$ cat config.mk
export PLATFORM = sky130hd
export DESIGN_NAME = jvm_byte_fetcher
export DESIGN_NICKNAME = d
export VERILOG_FILES = /design/src/rtl/jvm_byte_fetcher.sv
export SDC_FILE = /design/constraint.sdc
export NUM_CORES = 1
export LEC_CHECK = 0
export BUFFER_PORTS_ARGS = -buffer_cell sky130_fd_sc_hd__buf_2
export CAP_MARGIN = 20
export CORE_MARGIN = 2
export CORE_UTILIZATION = 50
export DETAILED_ROUTE_END_ITERATION = 8
export PLACE_DENSITY = 0.76
export SKIP_LAST_GASP = 1
export SLEW_MARGIN = 10
export SYNTH_ARGS = -nofsm -noshare
export SYNTH_HDL_FRONTEND = slang
export SYNTH_SLANG_ARGS = --single-unit
$ cat constraint.sdc
create_clock -name clk -period 2.8 [get_ports clk]
set_clock_uncertainty 0.05 [all_clocks]
set_input_delay 0.56 -clock clk [delete_from_list [all_inputs] [get_ports clk]]
set_output_delay 0.56 -clock clk [all_outputs]
set_load 0.02 [all_outputs]
$ cat src/rtl/jvm_byte_fetcher.sv
// Bytecode byte fetcher: serves one byte per start/ready handshake from a 32-bit
// bytecode RAM through a single tagged line buffer, with next-word prefetch.
module jvm_byte_fetcher #(
  parameter int SIZE          = 1024,
  parameter int ADDRESS_WIDTH = 10
) (
  input  logic                     clk,
  input  logic                     reset,
  input  logic                     start,
  output logic                     ready,
  output logic [7:0]               next_byte,
  output logic                     end_of_code,
  output logic                     busy,
  input  logic                     pc_load,
  input  logic [ADDRESS_WIDTH-1:0] pc_value,
  output logic [ADDRESS_WIDTH-1:0] pc,
  input  logic [ADDRESS_WIDTH:0]   code_len,
  output logic                     mem_rd,
  output logic [ADDRESS_WIDTH-3:0] mem_addr,
  input  logic [31:0]              mem_rdata
);

  typedef enum logic [2:0] {
    IDLE,
    SERVE,
    MISS_REQ,
    MISS_WAIT,
    PF_WAIT
  } state_t;

  state_t state, state_next;

  logic [31:0]              buf_data;
  logic [ADDRESS_WIDTH-3:0] buf_tag;
  logic                     buf_valid;

  logic [ADDRESS_WIDTH-1:0] eff_pc;
  logic [ADDRESS_WIDTH-1:0] pc_inc;
  logic                     req_hit;
  logic                     req_eoc;
  logic                     pf_cond;

  function automatic logic [7:0] byte_at(input logic [31:0] w, input logic [1:0] off);
    logic [7:0] b;
    case (off)
      2'd0:    b = w[31:24];
      2'd1:    b = w[23:16];
      2'd2:    b = w[15:8];
      default: b = w[7:0];
    endcase
    return b;
  endfunction

  // A same-cycle pc_load redirects the request, so hit/end checks use the loaded address.
  assign eff_pc  = pc_load ? pc_value : pc;
  assign req_hit = buf_valid && (buf_tag == eff_pc[ADDRESS_WIDTH-1:2]);
  assign req_eoc = ({1'b0, eff_pc} >= code_len);
  assign pf_cond = !start && !pc_load && buf_valid && (pc[1:0] == 2'd0) &&
                   (buf_tag != pc[ADDRESS_WIDTH-1:2]) && ({1'b0, pc} < code_len);
  assign pc_inc  = (pc == ADDRESS_WIDTH'(SIZE - 1)) ? '0 : pc + 1'b1;
  assign mem_addr = pc[ADDRESS_WIDTH-1:2];

  always_ff @(posedge clk or posedge reset) begin
    if (reset) state <= IDLE;
    else       state <= state_next;
  end

  always_comb begin
    state_next = state;
    case (state)
      IDLE: begin
        if (start)        state_next = (req_hit || req_eoc) ? SERVE : MISS_REQ;
        else if (pf_cond) state_next = PF_WAIT;
      end
      SERVE:     state_next = IDLE;
      MISS_REQ:  state_next = MISS_WAIT;
      MISS_WAIT: state_next = SERVE;
      PF_WAIT:   state_next = start ? SERVE : IDLE;
      default:   state_next = IDLE;
    endcase
  end

  always_comb begin
    busy   = (state != IDLE);
    mem_rd = (state == MISS_REQ) || ((state == IDLE) && pf_cond);
  end

  // Byte/flag registers load on entry to SERVE so they read out with ready.
  always_ff @(posedge clk or posedge reset) begin
    if (reset) begin
      pc          <= '0;
      ready       <= 1'b0;
      next_byte   <= '0;
      end_of_code <= 1'b0;
      buf_data    <= '0;
      buf_tag     <= '0;
      buf_valid   <= 1'b0;
    end else begin
      ready <= (state_next == SERVE);
      case (state)
        IDLE: begin
          if (pc_load) pc <= pc_value;
          if (start) begin
            if (req_eoc) begin
              next_byte   <= '0;
              end_of_code <= 1'b1;
            end else if (req_hit) begin
              next_byte   <= byte_at(buf_data, eff_pc[1:0]);
              end_of_code <= 1'b0;
            end
          end
        end
        SERVE: begin
          if (!end_of_code) pc <= pc_inc;
        end
        MISS_WAIT: begin
          buf_data    <= mem_rdata;
          buf_tag     <= pc[ADDRESS_WIDTH-1:2];
          buf_valid   <= 1'b1;
          next_byte   <= byte_at(mem_rdata, pc[1:0]);
          end_of_code <= 1'b0;
        end
        PF_WAIT: begin
          buf_data  <= mem_rdata;
          buf_tag   <= pc[ADDRESS_WIDTH-1:2];
          buf_valid <= 1'b1;
          if (start) begin
            next_byte   <= byte_at(mem_rdata, pc[1:0]);
            end_of_code <= 1'b0;
          end
        end
        default: ;
      endcase
    end
  end

endmodule
### Yosys cells after proc, flatten, opt, wreduce, memory -nomap -nowiden

Index checks and enable logic that the tools add are counted.

| word-level totals | value |
|---|---|
| register bits after elaboration | 64 |
| RAM bits | 0 |
| input bits | 57 |
| output and inout port bits | 30 |
| memories | 0 |
| bits in read-only memories | 0 |
| bits in latches | 0 |
| word-level logic and storage cells | 68 |

| operators by class | value |
|---|---|
| add/sub/neg operators | 1 |
| equal/unequal tests | 16 |
| reductions and logical operators | 20 |
| $mul | 0 |
| div/mod/pow operators | 0 |
| shifts and indexed selects | 0 |
| muxes and demuxes | 21 |
| magnitude comparators | 2 |
| bitwise operators | 0 |

Operators with widths:

| cell | count |
|---|---|
| one-hot mux 8 bit (3 select lines) | 3 |
| two-way mux 8 bit | 4 |
| two-way mux 10 bit | 3 |
| one-hot mux 10 bit (2 select lines) | 1 |
| one-hot mux 3 bit (4 select lines) | 1 |
| greater-or-equal comparator 10 x 11 -> 1 bit | 1 |
| < comparator 10 x 11 -> 1 bit | 1 |
| adder 10 x 1 -> 10 bit (second input constant) | 1 |
| equality test 10 bit (second input constant) | 1 |
| equality test 8 bit | 1 |
| inequality test 8 bit | 1 |
| logical AND 1 bit | 7 |
| equality test 3 x 1 -> 1 bit (second input constant) | 2 |
| equality test 3 x 2 -> 1 bit (second input constant) | 2 |
| two-way mux 3 bit | 2 |
| inequality test 2 bit (second input constant) | 3 |
| nonzero test 3 bit | 2 |
| two-way mux 1 bit | 5 |
| equality test 2 x 1 -> 1 bit (second input constant) | 2 |
| equality test 2 bit (second input constant) | 2 |
| zero test 2 bit | 2 |
| AND reduction 4 bit | 1 |
| equality test 3 bit (second input constant) | 1 |
| zero test 3 bit | 1 |
| 8 further kinds | 10 |

### Logic depth before layout (Yosys ltp)

Gate-level depths: netlist (run 1).

| depth | value |
|---|---|
| word-level depth | 10 |
| gate-level depth with buffers | 13 |
| depth with buffers taken out | 10 |

### Worst setup path before layout (run 1)

Ideal clock, no wire load.

| path | value |
|---|---|
| kind | input to register |
| start point | in pc_load |
| end point | reg end_of_code |
| arrival | 2877 ps |
| library setup time | 125 ps |
| path slack | -253 ps |
| stages | 10 |
| path through | buf_6 -> mux2i_2 -> ha_1 -> nand2b_1 -> a31oi_1 -> o21ai_0 -> o21ai_0 -> clkbuf_1 -> nor2_1 -> mux2_4 |

| on the way | value |
|---|---|
| longest elaborated chain between the ends | 5 |
| elaborated cells between the ends (all ways) | 9 |
| those cells by class | order compare: 1; eq/ne: 2; mux: 4; reduce/logical: 2 |

RTL lines:

| what | line | RTL |
|---|---|---|
| start, declared | 14 | `input logic pc_load,` |
| two-way mux 10 bit * | - |  |
| greater-or-equal comparator 10 x 11 -> 1 bit or equality test 8 bit (tied branches) | 57, 56 |  |
| two-way mux 1 bit or logical AND 1 bit (tied branches) | 104, 56 |  |
| two-way mux 1 bit or inequality test 3 bit (tied branches) | - |  |
| one-hot mux 1 bit (3 select lines) or AND reduction 4 bit (tied branches) | - |  |
| end signal, assigned | 106 | `end_of_code <= 1'b1;` |
| end signal, assigned | 109 | `end_of_code <= 1'b0;` |
| end signal, assigned | 121 | `end_of_code <= 1'b0;` |
| end, declared | 12 | `output logic end_of_code,` |

Every way passes the cells marked *; elsewhere a longest branch is shown, timed or not. The select of a mux whose other input is x is not followed.
A chain may end at the register's enable or synchronous reset.

### Worst setup path in the final report (run 1)

| path | value |
|---|---|
| start point | reg pc[1] |
| end point | out mem_rd |

| on the way | value |
|---|---|
| longest elaborated chain between the ends | 6 |
| elaborated cells between the ends (all ways) | 7 |
| those cells by class | order compare: 1; reduce/logical: 6 |

RTL lines:

| what | line | RTL |
|---|---|---|
| start, declared | 16 | `output logic [ADDRESS_WIDTH-1:0] pc,` |
| start signal, assigned | 102 | `if (pc_load) pc <= pc_value;` |
| start signal, assigned | 114 | `if (!end_of_code) pc <= pc_inc;` |
| parallel branches: the longest is 3 deep, another holds < comparator 10 x 11 -> 1 bit | - |  |
| logical AND 1 bit * | 59 | `(buf_tag != pc[ADDRESS_WIDTH-1:2]) && ({1'b0, pc} < code_len);` |
| logical AND 1 bit * | 85 | `mem_rd = (state == MISS_REQ) \|\| ((state == IDLE) && pf_cond);` |
| logical OR 1 bit * | 85 |  |
| end, declared | 18 | `output logic mem_rd,` |

Every way passes the cells marked *.

==> flow_metrics.py, run 1 <==
metrics = {
    "critical_path": {
        "cp.arrival_ps": 2060,
        "reg2reg_depth": 9,
        "crit_type": "reg -> out",
        "worstPathRequired_ps": 2190,
        "critical_path.startpoint_type": "register",
        "worstPathMaxFanout": 5,
        "endpoint_kind": "output pin",
    },
    "sta": {
        "fmax_ghz": 0.375,
        "finalSetupViolCount": 0,
        "final.period_utilization": 0.952,
        "finalCriticalPeriod_ps": 2670,
        "worst_slew_pin_slew_ps": 716,
        "maxSlewHeadroom": 0.522,
        "rsz0062_at_grt": "no",
        "final_hold_viol_count": 0,
        "finalMaxSlewViolations": 0,
        "hold_ws_ps": 281,
    },
    "synthesis": {
        "synth_async_sr_flop_share": 1.00,
        "synth_cells": 384,
        "syn_area_per_cell_um2": 10.5,
        "netlist_area_um2": 4020,
        "synthDistinctLibCells": 46,
        "yosysSeqAreaShare": 0.399,
        "synth_top_cell_by_area": "dfrtp_1",
        "synth_ff_type": "dfrtp_1",
        "synth_seq_cells": 64,
        "synth-edff-count": 0,
        "synth_nets": 464,
        "ys.warnings.count": 0,
        "netlist_top_cells_area": "dfrtp_1 40%, mux2_2 11%, ha_1 7.2%",
        "synth_top_area_frac": 0.399,
    },
    "cells_and_area": {
        "layout-area-overhead-vs-synth_pct": 21.1,
        "antenna_cells": 0,
        "layout_commonest_cell": "buf_2",
        "final_cell_mix": "85 x buf_2, 63 x dfrtp_1, 41 x mux2_2",
        "nNetsFinal": 557,
        "stdcell_count": 584,
        "drive_above_1_share": 0.388,
    },
    "power_and_ir_drop": {
        "p_per_area_nw_per_um2": 1160,
        "power_leakage_nw": 2.33,
        "ir_worst_vdd_mv": 0.569,
    },
    "clock_network": {
        "cts_buffers": 9,
        "cts_root_buf": "clkbuf_8",
        "path_clk_slew_ps": 70,
        "clockBufferDepth": 2,
        "postCtsHoldBufs": 0,
        "tritoncts": "built",
        "clock_sinks": 64,
        "clk_latency_ps": 340,
        "htree_levels": 3,
    },
    "min_path": {
        "hold_path_class": "in -> async",
    },
    "detailed_routing": {
        "ant_nets": 0,
        "drt-pass1-iter-count": 5,
        "drtIter0Drc": 251,
        "via_count": 3294,
        "wl_um": 9430,
        "drcViolationCount": 0,
        "avgViaCountPerCell": 5.64,
        "wl_per_cell_um": 16.1,
    },
    "place": {
        "place_congestion": 0.888,
        "portBuffers": 86,
        "dp_hpwl_um": 7270,
        "placed_cells": 567,
    },
    "die": {
        "io_pins": 87,
        "start_util": 0.517,
        "fp.dieW_um": 93.6,
        "num_rows": 32,
        "core-area_um2": 7770,
        "die_h_um": 93.6,
        "dieArea_um2": 8760,
    },
    "global_route": {
        "grt_pass1_vias": 3250,
        "grt_overflow": 0,
        "antenna_found_initial": 0,
        "grt_max_degree": 56,
        "grt_pass1_wl_um": 15600,
        "track_usage": 0.229,
    },
    "flow_run": {
        "max_cap_viol_count": 0,
    },
    "outcome": {
        "outcome": "complete, no violations",
    },
}
## area by class of cell
class | count | area (µm²)
fill | 681 | 2900
multi-input combinational | 257 | 2150
sequential | 64 | 1600
timing repair buffer | 112 | 666
clock buffer | 11 | 131
tap | 102 | 128
inverter | 33 | 124
clock inverter | 5 | 57.6
## metrics by stage
stage	worst slack [ps]	total power, mW	area [µm²]	util	TNS, ps
detailed placement	-93.6	4.87	4660	0.600	-606
finish	133	5.63	4860	0.626	0
CTS	0.273	5.64	4850	0.624	0
floorplan	39.5	4.00	4030	-	0
global placement	17.3	4.74	4660	0.600	0
global route	0.588	6.06	4860	0.626	0
## what timing repair did
item	4_1_cts	5_1_grt
endpoints found under the setup margin	1	1
pin swaps	0	3
gates cloned	0	0
resized for setup	1	3
setup buffers	0	1
## synth_stat cells, drive strengths merged (3+ instances only)
cell,instances
dfrtp,64
mux2,42
inv,33
ha,23
nor2,23
a21oi,22
clkbuf,19
o21ai,17
mux2i,15
nand2,15
a31oi,13
xnor2,12
buf,11
nand3,9
a222oi,8
mux4,8
and3,6
nand2b,5
a21o,4
nand4,4
nor3,3
o22ai,3
xor2,3
## final timing paths
path,from,endpoint,slack (ps)
setup / recovery,pc[1],mem_rd,130
max in group asynchronous,reset,buf_data[5],1790
min in group clk,mem_rdata[1],buf_data[1],410
hold / removal,reset,buf_data[10],280
setup reg to reg,pc[5],next_byte[6],290
hold reg to reg,buf_data[18],buf_data[18],460
## registers in the layout, summed over array words and instances, names as in the netlist
name / cells
buf_valid: 1
next_byte: 8
buf_tag: 8
buf_data: 32
ready: 1
pc: 10
end_of_code: 1
state: 3
## layer usage
metal / vias to the layer above / GRT usage / wire (µm) / share of wire
met2: 104 / 0.386 / 4750 / 0.50
li1: 1571 / - / - / -
met3: 19 / 0.0620 / 573 / 0.061
met5: - / 0 / 0 / 0
met4: 0 / 0.0640 / 167 / 0.018
met1: 1600 / 0.290 / 3940 / 0.42
## kinds of logic after synthesis
logic type,Yosys count,share of synthesized area
and+or+nand+nor,71,0.0873
xor gates and xnor gates,15,0.0327
adders and majority gates,23,0.0717
AOI/OAI and AO/OA,83,0.136
muxes,65,0.203
DFF,64,0.399
buffers and inverters,63,0.0704
## where the power goes
group	switching, mW	internal, mW
logic	1.61	1.49
clock network	0.353	0.410
registers	0.378	1.39
total	2.35	3.29
## critical path: stages, from the launching register on
cell and delay [ps]:
dfrtp_2 430, ha_1 290, a21o_1 170, a21oi_2 130, o21ai_1 80, a31o_2 270, a31oi_1 180, buf_4 160
Note: power is estimated with default switching activity, not from simulation.
==> run 2: changes to the inputs <==
- CORE_ASPECT_RATIO: unset -> 1.1
- MAX_ROUTING_LAYER: unset -> met4
==> flow_metrics.py, run 2 (synthesized netlist as in run 1, its figures left out) <==
metrics = {
    "cells_and_area": {
        "final_cell_mix": "85 x buf_2, 60 x dfrtp_1, 41 x mux2_2",
        "postLayoutCoreUtil": 0.623,
        "seqCellArea_um2": 1610,
        "nNetsFinal": 558,
        "layout_commonest_cell": "buf_2",
        "stdcell_count": 591,
        "largest_register": "buf_data",
        "largest_registers": "buf_data (32), pc (10)",
        "antenna_cells": 0,
        "drive_above_1_share": 0.404,
        "nFillCells": 630,
        "multiInputGateArea_um2": 2180,
        "fin_area_um2": 4900,
        "largest_register_ffs": 32,
        "layout-area-overhead-vs-synth_pct": 22.1,
    },
    "die": {
        "core-area_um2": 7870,
        "die_h_um": 98.0,
        "start_util": 0.510,
        "num_rows": 34,
        "fp.dieW_um": 89.4,
        "io_pins": 87,
        "dieArea_um2": 8760,
    },
    "sta": {
        "finalSetupViolCount": 0,
        "setup_tns_ps": 0,
        "maxSlewHeadroom": 0.648,
        "worst_slew_pin_slew_ps": 528,
        "final_hold_viol_count": 0,
        "hold_ws_ps": 181,
        "setup_ws_ps": 77.4,
        "finalMaxSlewViolations": 0,
        "fmax_ghz": 0.367,
        "final.period_utilization": 0.972,
        "finalCriticalPeriod_ps": 2720,
    },
    "clock_network": {
        "clockBufferDepth": 2,
        "tritoncts": "built",
        "cts_root_buf": "clkbuf_8",
        "postCtsHoldBufs": 0,
        "cts_buffers": 9,
        "htree_levels": 3,
        "clock_sinks": 64,
        "path_clk_slew_ps": 80,
        "clk_latency_ps": 350,
    },
    "detailed_routing": {
        "drt-pass1-iter-count": 7,
        "avgViaCountPerCell": 5.64,
        "ant_nets": 0,
        "via_count": 3334,
        "drcViolationCount": 0,
        "wl_per_cell_um": 17.0,
        "drtIter0Drc": 323,
        "wl_um": 10000,
    },
    "critical_path": {
        "cp_cell_sequence": "ha_1 > a21o_1 > a21oi_1 > o221a_2 > o21ai_0 > a31oi_4 > buf_6",
        "cp_slowest_cell": "dfrtp_2",
        "max_stage_delay_ps": 450,
        "critical_path.startpoint_type": "register",
        "worstPathMaxFanout": 6,
        "cp.arrival_ps": 2110,
        "endpoint_kind": "output pin",
        "crit_type": "reg -> out",
        "worstPathRequired_ps": 2190,
    },
    "global_route": {
        "antenna_found_initial": 0,
        "grt_overflow": 0,
        "grt_pass1_vias": 3277,
        "grt_pass1_wl_um": 16300,
        "grt_max_degree": 32,
        "track_usage": 0.250,
    },
    "place": {
        "pre_cts_slack_ps": -46.5,
        "place_area_um2": 4610,
        "place_congestion": 0.968,
        "placed_cells": 569,
        "dp_hpwl_um": 7310,
        "portBuffers": 86,
    },
    "power_and_ir_drop": {
        "power.total_mw": 5.77,
        "power_leakage_nw": 2.35,
        "ir_worst_vdd_mv": 0.619,
        "p_per_area_nw_per_um2": 1180,
    },
    "min_path": {
        "hold_path_class": "in -> async",
    },
    "outcome": {
        "outcome": "complete, no violations",
    },
    "flow_run": {
        "max_cap_viol_count": 0,
    },
}
-- run 2: cell count changes in the layout (fill, tap and decap cells not counted), sizes merged --
cell,previous run,this run
clkinv,1,3
buf,112,113
inv,33,34
clkinvlp,3,0
-- run 2: critical path: cells and delay by family, from the launching register on --
kind / cells / cell delay, ps
compound gates: 5 / 880
flops: 1 / 450
fa+ha+maj: 1 / 290
buf+inv: 1 / 140
-- run 2: layout make-up --
class / count / area share
Clock buffer: 11 / 0.0309
Clock inverter: 5 / 0.0110
Inverter: 33 / 0.0253
Multi-Input combinational cell: 257 / 0.445
Sequential cell: 64 / 0.328
Tap cell: 108 / 0.0276
Timing Repair Buffer: 113 / 0.133
-- run 2: final timing paths --
check / from / endpoint / slack, ps / depth (start not counted)
setup / recovery: pc[8] / mem_rd / 80 / 7
hold / removal: reset / buf_data[21] / 180 / 2
setup reg to reg: pc[5] / next_byte[0] / 210 / 9
hold reg to reg: buf_data[29] / buf_data[29] / 450 / 1
max in group asynchronous: reset / pc[8] / 1790 / 3
min in group clk: mem_rdata[22] / buf_data[22] / 410 / 2
-- run 2: repair_timing --
| item | 4_1_cts | 5_1_grt |
|---|---|---|
| endpoints found under the setup margin | 1 | 1 |
| setup buffers | 1 | 5 |
| resized for setup | 2 | 10 |
-- run 2: where the power goes --
group | switching [mW] | total (mW) | internal, mW
Sequential | 0.389 | 1.78 | 1.39
Combinational | 1.65 | 3.16 | 1.51
Clock | 0.372 | 0.831 | 0.458
Total | 2.41 | 5.77 | 3.36
-- run 2: routing by layer --
layer	up-vias	global-route usage	part of all wire	routed length (µm)
li1	1581	-	-	-
met1	1592	0.334	0.41	4150
met5	-	-	0	0
met4	0	0.115	0.027	275
met2	135	0.372	0.49	4940
met3	26	0.0397	0.066	667
==> run 3: changes to the inputs <==
- RECOVER_POWER: unset -> 100
==> flow_metrics.py, run 3 (synthesized netlist as in run 1, its figures left out) <==
metrics = {
    "cells_and_area": {
        "largest_register_ffs": 32,
        "final_cell_mix": "60 x dfrtp_1, 60 x buf_2, 41 x mux2_2",
        "layout-area-overhead-vs-synth_pct": 20.6,
        "largest_register": "buf_data",
        "nNetsFinal": 558,
        "nFillCells": 654,
        "largest_registers": "buf_data (32), pc (10)",
        "postLayoutCoreUtil": 0.615,
        "multiInputGateArea_um2": 2170,
        "stdcell_count": 591,
        "seqCellArea_um2": 1610,
        "antenna_cells": 0,
        "drive_above_1_share": 0.340,
    },
    "sta": {
        "maxSlewHeadroom": 0.107,
        "fmax_ghz": 0.367,
        "final_hold_viol_count": 0,
        "final.period_utilization": 0.973,
        "finalMaxSlewViolations": 0,
        "worst_slew_pin_slew_ps": 1340,
        "finalCriticalPeriod_ps": 2720,
        "setup_ws_ps": 75.5,
        "setup_tns_ps": 0,
        "finalSetupViolCount": 0,
    },
    "place": {
        "place_congestion": 0.968,
        "dp_hpwl_um": 7310,
        "pre_cts_slack_ps": -46.5,
        "placed_cells": 569,
        "portBuffers": 86,
    },
    "detailed_routing": {
        "drcViolationCount": 0,
        "drt-pass1-iter-count": 7,
        "wl_um": 10100,
        "drtIter0Drc": 256,
        "via_count": 3352,
        "avgViaCountPerCell": 5.67,
        "wl_per_cell_um": 17.0,
        "ant_nets": 0,
    },
    "power_and_ir_drop": {
        "p_int_mw": 3.29,
        "ir_worst_vdd_mv": 0.608,
        "pwr-share-comb": 0.542,
        "power.share.clock": 0.146,
        "p_per_area_nw_per_um2": 1180,
        "switching_share": 0.423,
        "p_switching_mw": 2.41,
        "power_frac_seq": 0.313,
        "power.total_mw": 5.69,
        "power_leakage_nw": 2.26,
    },
    "global_route": {
        "grt_pass1_wl_um": 16300,
        "antenna_found_initial": 0,
        "grt_max_degree": 32,
        "grt_pass1_vias": 3277,
        "grt_overflow": 0,
        "track_usage": 0.250,
    },
    "critical_path": {
        "critical_path.top_delay_family": "compound AO/OA/AOI/OAI gates",
        "cp_slowest_cell": "dfrtp_2",
        "cp_cell_sequence": "ha_1 > a21o_1 > a21oi_1 > o221a_2 > o21ai_0 > a31oi_4 > buf_6",
        "worstPathRequired_ps": 2190,
        "endpoint_kind": "output pin",
        "worst-path-buf-inv": 1,
        "crit_type": "reg -> out",
        "max_stage_delay_ps": 450,
        "cp.arrival_ps": 2110,
        "worstPathMaxFanout": 6,
        "critical_path.startpoint_type": "register",
    },
    "outcome": {
        "outcome": "complete, no violations",
    },
    "die": {
        "dieArea_um2": 8760,
        "start_util": 0.510,
        "io_pins": 87,
        "fp.dieW_um": 89.4,
        "die_h_um": 98.0,
        "core-area_um2": 7870,
        "num_rows": 34,
    },
    "clock_network": {
        "clock_sinks": 64,
        "htree_levels": 3,
        "clk_latency_ps": 350,
        "cts_buffers": 9,
        "path_clk_slew_ps": 80,
        "tritoncts": "built",
        "cts_root_buf": "clkbuf_8",
        "clockBufferDepth": 2,
    },
    "flow_run": {
        "max_cap_viol_count": 0,
    },
    "min_path": {
        "hold_path_class": "in -> async",
    },
}
run 3: cell count changes in the layout (fill, tap and decap cells not counted), moves of 3 or more:
cell and delta:
clkbuf_1 +28, buf_2 -25, clkbuf_2 +3, buf_4 -6
run 3: per-stage QoR:
stage / hold slack, ps / area [µm²]
3_5_place_dp: 440 / 4610
4_1_cts: 198 / 4830
5_1_grt: 406 / 4840
6_report: 343 / 4840
2_1_floorplan: 421 / 4030
3_3_place_gp: 432 / 4610
run 3: cell type report:
class                   instances  share of cell area
multi-input cells             257               0.448
flip-flops and latches         64               0.332
repair buffers                113               0.124
clock buffers                  11              0.0313
well taps                     108              0.0279
inverters                      33              0.0256
clock inverters                 5              0.0111
run 3: power groups by stage:
stage	sequential, mW	clock (mW)	combinational, mW
after floorplan	1.83	0	2.16
after global placement	1.77	0	2.93
after detailed placement	1.81	0	3.01
after CTS	1.79	0.840	3.04
after global routing	1.85	0.889	3.37
final	1.78	0.829	3.09
run 3: worst paths after layout:
kind	start	end	slack, ps	cells past startpoint
setup / recovery	pc[8]	mem_rd	80	7
hold / removal	reset	buf_data[21]	340	2
setup reg to reg	pc[5]	next_byte[0]	170	9
hold reg to reg	buf_data[29]	buf_data[29]	450	1
max in group asynchronous	reset	pc[8]	540	3
min in group clk	mem_rdata[22]	buf_data[22]	410	2
run 3: repair_timing:
item / in CTS / in global routing
buffers inserted: 1 / 5
resized for setup: 2 / 10
endpoints found under the setup margin: 1 / 1
hold buffers: 0 / 0
run 3: metal layers:
metal | GRT usage | wire [µm] | up-vias
met1 | 0.334 | 4320 | 1616
met4 | 0.115 | 280 | 0
met2 | 0.372 | 4880 | 132
met3 | 0.0397 | 579 | 27
met5 | - | 0 | -
li1 | - | - | 1577
